==> src/rtl/transceiver_scheduler.sv <==
`default_nettype none
// ============================================================================
// Module   : transceiver_scheduler
// Purpose  : Queues uart_rx bytes and runs each one through the codec
//            pipeline. It then gates the BPSK burst and hands the decoded byte
//            to uart_tx. The drop counter is built only with TRX_DROP_CNT_EN.
// Revision : 1.0 - initial release
// ============================================================================
module transceiver_scheduler #(
    parameter int DEPTH      = 4,
    parameter int DATA_WIDTH = 8,
    parameter int PIPE_LAT   = 2,
    parameter int BURST_CLKS = 256,
    parameter int CNT_WIDTH  = 8
) (
    input  logic                  clk,
    input  logic                  rst,
    input  logic                  rx_dv,
    input  logic [DATA_WIDTH-1:0] rx_byte,
    output logic [DATA_WIDTH-1:0] enc_data,
    input  logic [DATA_WIDTH-1:0] dec_data,
    input  logic                  tx_active,
    input  logic                  tx_done,
    output logic                  tx_dv,
    output logic [DATA_WIDTH-1:0] tx_byte,
    output logic                  mod_en,
    output logic                  busy,
    output logic                  fifo_full,
    output logic                  fifo_empty,
    output logic [CNT_WIDTH-1:0]  drop_cnt
);

    localparam int c_ptr_w   = $clog2(DEPTH);
    localparam int c_cnt_w   = $clog2(DEPTH + 1);
    localparam int c_pipe_w  = $clog2(PIPE_LAT + 1);
    localparam int c_burst_w = $clog2(BURST_CLKS + 1);
    localparam logic [c_cnt_w-1:0]   c_depth     = c_cnt_w'(DEPTH);
    localparam logic [c_pipe_w-1:0]  c_pipe_last = c_pipe_w'(PIPE_LAT - 1);
    localparam logic [c_burst_w-1:0] c_burst_max = c_burst_w'(BURST_CLKS);

    typedef enum logic [1:0] {
        S_IDLE  = 2'd0,
        S_CODEC = 2'd1,
        S_ISSUE = 2'd2,
        S_SEND  = 2'd3
    } state_t;

    state_t                  r_state;
    logic [DATA_WIDTH-1:0]   r_mem [DEPTH];
    logic [c_ptr_w-1:0]      r_wr_ptr;
    logic [c_ptr_w-1:0]      r_rd_ptr;
    logic [c_cnt_w-1:0]      r_count;
    logic [c_pipe_w-1:0]     r_pipe_cnt;
    logic [c_burst_w-1:0]    r_burst_cnt;
    logic                    r_done;
    logic [DATA_WIDTH-1:0]   r_enc_data;
    logic [DATA_WIDTH-1:0]   r_tx_byte;
    logic                    r_tx_dv;
    logic                    r_mod_en;

    logic                    w_full;
    logic                    w_empty;
    logic                    w_pop;
    logic                    w_push;
    logic [c_burst_w-1:0]    w_burst_next;

    assign w_full  = (r_count == c_depth);
    assign w_empty = (r_count == '0);
    assign w_pop   = (r_state == S_IDLE) && !w_empty;
    // A pop frees the head slot in the same edge, so a full FIFO can still accept.
    assign w_push  = rx_dv && (!w_full || w_pop);
    assign w_burst_next = (r_burst_cnt < c_burst_max) ? r_burst_cnt + 1'b1 : r_burst_cnt;

    always_ff @(posedge clk) begin
        if (w_push) begin
            r_mem[r_wr_ptr] <= rx_byte;
        end
    end

    always_ff @(posedge clk or negedge rst) begin
        if (!rst) begin
            r_wr_ptr <= '0;
            r_rd_ptr <= '0;
            r_count  <= '0;
        end else begin
            if (w_push) r_wr_ptr <= r_wr_ptr + 1'b1;
            if (w_pop)  r_rd_ptr <= r_rd_ptr + 1'b1;
            case ({w_push, w_pop})
                2'b10:   r_count <= r_count + 1'b1;
                2'b01:   r_count <= r_count - 1'b1;
                default: r_count <= r_count;
            endcase
        end
    end

    always_ff @(posedge clk or negedge rst) begin
        if (!rst) begin
            r_state     <= S_IDLE;
            r_enc_data  <= '0;
            r_tx_byte   <= '0;
            r_tx_dv     <= 1'b0;
            r_mod_en    <= 1'b0;
            r_pipe_cnt  <= '0;
            r_burst_cnt <= '0;
            r_done      <= 1'b0;
        end else begin
            r_tx_dv <= 1'b0;
            case (r_state)
                S_IDLE: begin
                    if (w_pop) begin
                        r_enc_data <= r_mem[r_rd_ptr];
                        r_pipe_cnt <= '0;
                        r_state    <= S_CODEC;
                    end
                end
                S_CODEC: begin
                    if (r_pipe_cnt == c_pipe_last) begin
                        r_tx_byte <= dec_data;
                        r_state   <= S_ISSUE;
                    end else begin
                        r_pipe_cnt <= r_pipe_cnt + 1'b1;
                    end
                end
                S_ISSUE: begin
                    if (!tx_active) begin
                        r_tx_dv     <= 1'b1;
                        r_mod_en    <= 1'b1;
                        r_burst_cnt <= '0;
                        r_done      <= 1'b0;
                        r_state     <= S_SEND;
                    end
                end
                S_SEND: begin
                    if (tx_done) r_done <= 1'b1;
                    r_burst_cnt <= w_burst_next;
                    r_mod_en    <= (w_burst_next < c_burst_max);
                    // A done pulse landing on the final burst edge still counts.
                    if ((w_burst_next == c_burst_max) && (r_done || tx_done)) begin
                        r_state <= S_IDLE;
                    end
                end
                default: r_state <= S_IDLE;
            endcase
        end
    end

`ifdef TRX_DROP_CNT_EN
    logic                 w_drop;
    logic [CNT_WIDTH-1:0] r_drop_cnt;

    assign w_drop = rx_dv && w_full && !w_pop;

    always_ff @(posedge clk or negedge rst) begin
        if (!rst) begin
            r_drop_cnt <= '0;
        end else if (w_drop && (r_drop_cnt != '1)) begin
            r_drop_cnt <= r_drop_cnt + 1'b1;
        end
    end

    assign drop_cnt = r_drop_cnt;
`else
    assign drop_cnt = '0;
`endif

    assign enc_data   = r_enc_data;
    assign tx_byte    = r_tx_byte;
    assign tx_dv      = r_tx_dv;
    assign mod_en     = r_mod_en;
    assign busy       = (r_state != S_IDLE);
    assign fifo_full  = w_full;
    assign fifo_empty = w_empty;

endmodule
`default_nettype wire
==> config.mk <==
export PLATFORM = sky130hd
export DESIGN_NAME = transceiver_scheduler
export DESIGN_NICKNAME = d
export VERILOG_FILES = /design/src/rtl/transceiver_scheduler.sv
export SDC_FILE = /design/constraint.sdc
export NUM_CORES = 1
export LEC_CHECK = 0
export CORE_UTILIZATION = 50
export CTS_CLUSTER_DIAMETER = 30
export DETAILED_ROUTE_END_ITERATION = 6
export PLACE_DENSITY = 0.77
export SLEW_MARGIN = 10
export SYNTH_ARGS = -nofsm -noshare
export SYNTH_HDL_FRONTEND = slang
export SYNTH_SLANG_ARGS = --single-unit
export TNS_END_PERCENT = 10
==> constraint.sdc <==
create_clock -name clk -period 5.2 [get_ports clk]
set_clock_uncertainty 0.05 [all_clocks]
set_input_delay 0.78 -clock clk [delete_from_list [all_inputs] [get_ports clk]]
set_output_delay 0.78 -clock clk [all_outputs]
set_load 0.02 [all_outputs]
==> flow_metrics.py <==
metrics = {
    "yosys": {
        "synth.avg_cell_area_um2": 12.06,
        "syn-cell-area_mm2": 0.003328,
        "async_reset_ff_frac": 0.5493,
        "synth_ff_type": "dfrtp_1",
        "synth_edf_count": 32,
        "synth.ff_latch_count": 71,
        "synth_cells": 276,
        "synth_warnings": 0,
        "synth_cell_type_count": 41,
        "seq_area_frac_synth": 0.5820,
    },
    "placed_design": {
        "gp_routability_congestion": 0.8139,
        "port_buffers": 41,
        "dp_cells": 381,
        "dp_hpwl_um": 4126,
    },
    "sta": {
        "fin_crit_ns": 2.903,
        "fmax_ghz": 0.3445,
        "slew_viol_final": 0,
        "relSlewSlack": 0.4310,
        "setup_tns_ns": 0,
        "period_share": 0.5582,
        "final_hold_viol_count": 0,
        "rsz0062_at_grt": "no",
        "setup_viol": 0,
        "worst_pin_slew_ns": 0.8534,
    },
    "clock_network": {
        "postCtsSetupBuffers": 0,
        "cts_root_buf": "clkbuf_8",
        "clkSlewWorstSetupHoldPaths_ns": 0.08,
        "cts_max_path_buffers": 2,
        "clk-insertion-delay-late_ns": 0.35,
        "post_cts_resized": 0,
        "h-tree-depth": 3,
        "cts_buffers": 9,
        "cts_hold_buf": 0,
        "cts.sink_count": 71,
        "tritoncts": "built",
    },
    "grt": {
        "grt_util_all_layers": 0.1810,
        "grt_start_max_net_pins": 40,
        "grt_pass1_wl_um": 9722,
        "antenna_found_initial": 0,
        "grt-ovfl-total": 0,
        "grt_pass1_vias": 2082,
    },
    "critical_path": {
        "rrSetupSlack_ns": 2.83,
        "cp.required_ns": 4.37,
        "cp.buffers_inverters": 1,
        "r2r_end": "r_count[2]",
        "crit_end": "fifo_empty",
        "crit_fanout": 7,
        "cpLargestDelayFamily": "buffers and inverters",
        "ff2ff_path_depth": 9,
        "crit_path_start": "r_count[1]",
        "path_class": "reg2out",
        "max_stage_delay_ns": 0.73,
        "rr_startpoint": "r_state[0]",
        "endpoint_kind": "output port",
        "crit_chain": "nor3_1, clkdlybuf4s50_1",
        "cp.arrival_ns": 2.07,
        "cp.depth": 2,
        "startpoint_type": "flip-flop",
        "slowest_stage": "clkdlybuf4s50_1",
    },
    "route": {
        "ant_nets": 0,
        "vias": 2111,
        "wl_per_cell_um": 14.91,
        "drtIter0Drc": 96,
        "finalWirelength_um": 5919,
        "drc": 0,
        "firstDrtPassIters": 4,
        "viasPerCell": 5.317,
    },
    "worst_hold_path": {
        "hp-class": "reg2reg",
    },
    "pwr": {
        "ir_drop_v": 0.0003456,
        "p_leak_nw": 1.590,
        "power_density_mw_per_mm2": 555.1,
    },
    "floorplan": {
        "start_util": 0.5212,
        "fp.dieW_um": 83.59,
        "fp.dieArea_mm2": 0.006986,
        "io_pins": 50,
        "die_height_um": 83.59,
        "rows": 29,
        "core_mm2": 0.006386,
    },
    "finish": {
        "layout_commonest_cell": "clkdlybuf4s50_1",
        "syn_to_final_growth_pct": 18.42,
        "diodes": 0,
        "layout_common_cells": "clkdlybuf4s50_1 (40), dfrtp_1 (39), nand2_1 (38)",
        "fin_nets": 348,
        "drive_gt1_frac": 0.1125,
        "final_cells": 397,
    },
    "run_status": {
        "run_status": "completed",
    },
    "run": {
        "cap_violations": 0,
    },
}
==> layout make-up <==
| cell class | instances | area (µm²) |
|---|---|---|
| Tap cell | 77 | 96.34 |
| Inverter | 17 | 63.81 |
| Multi-Input combinational cell | 175 | 1244 |
| Fill cell | 491 | 2445 |
| Clock inverter | 7 | 71.32 |
| Sequential cell | 71 | 1937 |
| Clock buffer | 9 | 123.9 |
| Timing Repair Buffer | 41 | 405.4 |
==> synth_stat cells, drive strengths merged (2+ instances only) <==
master | count | area (µm²)
nand2b | 3 | 18.77
xnor2 | 7 | 61.31
edfxtp | 32 | 960.9
mux2i | 5 | 50.05
mux2 | 9 | 101.4
buf | 12 | 80.08
nor2b | 2 | 12.51
nor2 | 14 | 52.55
ha | 11 | 137.6
a21oi | 9 | 48.80
clkbuf | 8 | 30.03
a211oi | 2 | 15.01
nand2 | 38 | 142.6
o21ai | 16 | 80.08
a21boi | 2 | 15.02
a31oi | 6 | 37.54
and3 | 3 | 23.77
nor3b | 2 | 15.01
nor3 | 6 | 30.03
o221ai | 2 | 17.52
mux4 | 8 | 180.2
nand4 | 4 | 25.02
dfrtp | 39 | 975.9
and2 | 4 | 25.02
inv | 17 | 63.81
nand3 | 5 | 25.02
==> flip-flops by register name, summed over array words and instances, names as in the netlist <==
register     cells
tx_dv            1
r_done           1
r_burst_cnt      9
r_mem           32
tx_byte          8
r_state          2
r_wr_ptr         2
r_rd_ptr         2
mod_en           1
enc_data         8
r_pipe_cnt       2
r_count          3
==> worst register-to-register path, delay by kind of cell (launching register included) <==
kind                       cells  cell delay, ns
DFF                            1            0.40
AOI/OAI and AO/OA              1            0.07
adders and majority gates      2            0.69
xor gates and xnor gates       1            0.13
and+or+nand+nor                3            0.71
buffers and inverters          2            0.23
==> power by group <==
part | switching, mW | total (mW) | internal, mW
combinational | 0.459 | 0.867 | 0.408
sequential | 0.120 | 0.884 | 0.764
clock | 0.216 | 0.437 | 0.221
total | 0.795 | 2.19 | 1.39
==> how the worst min path moves through the flow <==
stage | depth (start not counted) | to | slack [ns] | startpoint
global route | 2 | enc_data[2] | 0.46 | enc_data[2]
finish | 2 | enc_data[2] | 0.43 | enc_data[2]
CTS | 2 | enc_data[2] | 0.43 | enc_data[2]
detailed placement | 2 | enc_data[2] | 0.41 | enc_data[2]
global placement | 2 | enc_data[0] | 0.41 | enc_data[0]
floorplan | 1 | r_count[2] | 0.41 | r_count[2]
==> cell families (layout without fill, tap and decap cells) <==
| kind of cell | after synthesis | in the layout | share of synthesized area |
|---|---|---|---|
| other cells | 1 | 8 | 0.001127 |
| buf+inv | 37 | 74 | 0.05226 |
| fa+ha+maj | 12 | 12 | 0.04737 |
| compound gates | 42 | 42 | 0.07858 |
| simple gates | 84 | 84 | 0.1207 |
| xor+xnor | 7 | 7 | 0.01842 |
| mux | 22 | 22 | 0.09962 |
| flops | 71 | 71 | 0.5820 |
==> metrics by stage <==
stage / area (µm²) / total power [mW] / util / worst slack (ns) / hold slack, ns
after global routing: 3941 / 2.330 / 0.6172 / 2.232 / 0.4560
after global placement: 3746 / 1.742 / 0.5866 / 2.613 / 0.4126
after floorplan: 3354 / 1.481 / - / 2.906 / 0.4117
after detailed placement: 3746 / 1.770 / 0.5866 / 2.607 / 0.4119
after CTS: 3941 / 2.212 / 0.6172 / 2.260 / 0.4327
final: 3941 / 2.188 / 0.6172 / 2.297 / 0.4308
==> metal layers <==
metal	GRT usage	vias up	wire length, µm
li1	-	1032	-
met1	0.2184	1025	2556
met2	0.3067	45	3050
met3	0.03956	9	214
met4	0.09091	0	97
met5	0	-	0
Power figures use the tool's default switching activity.
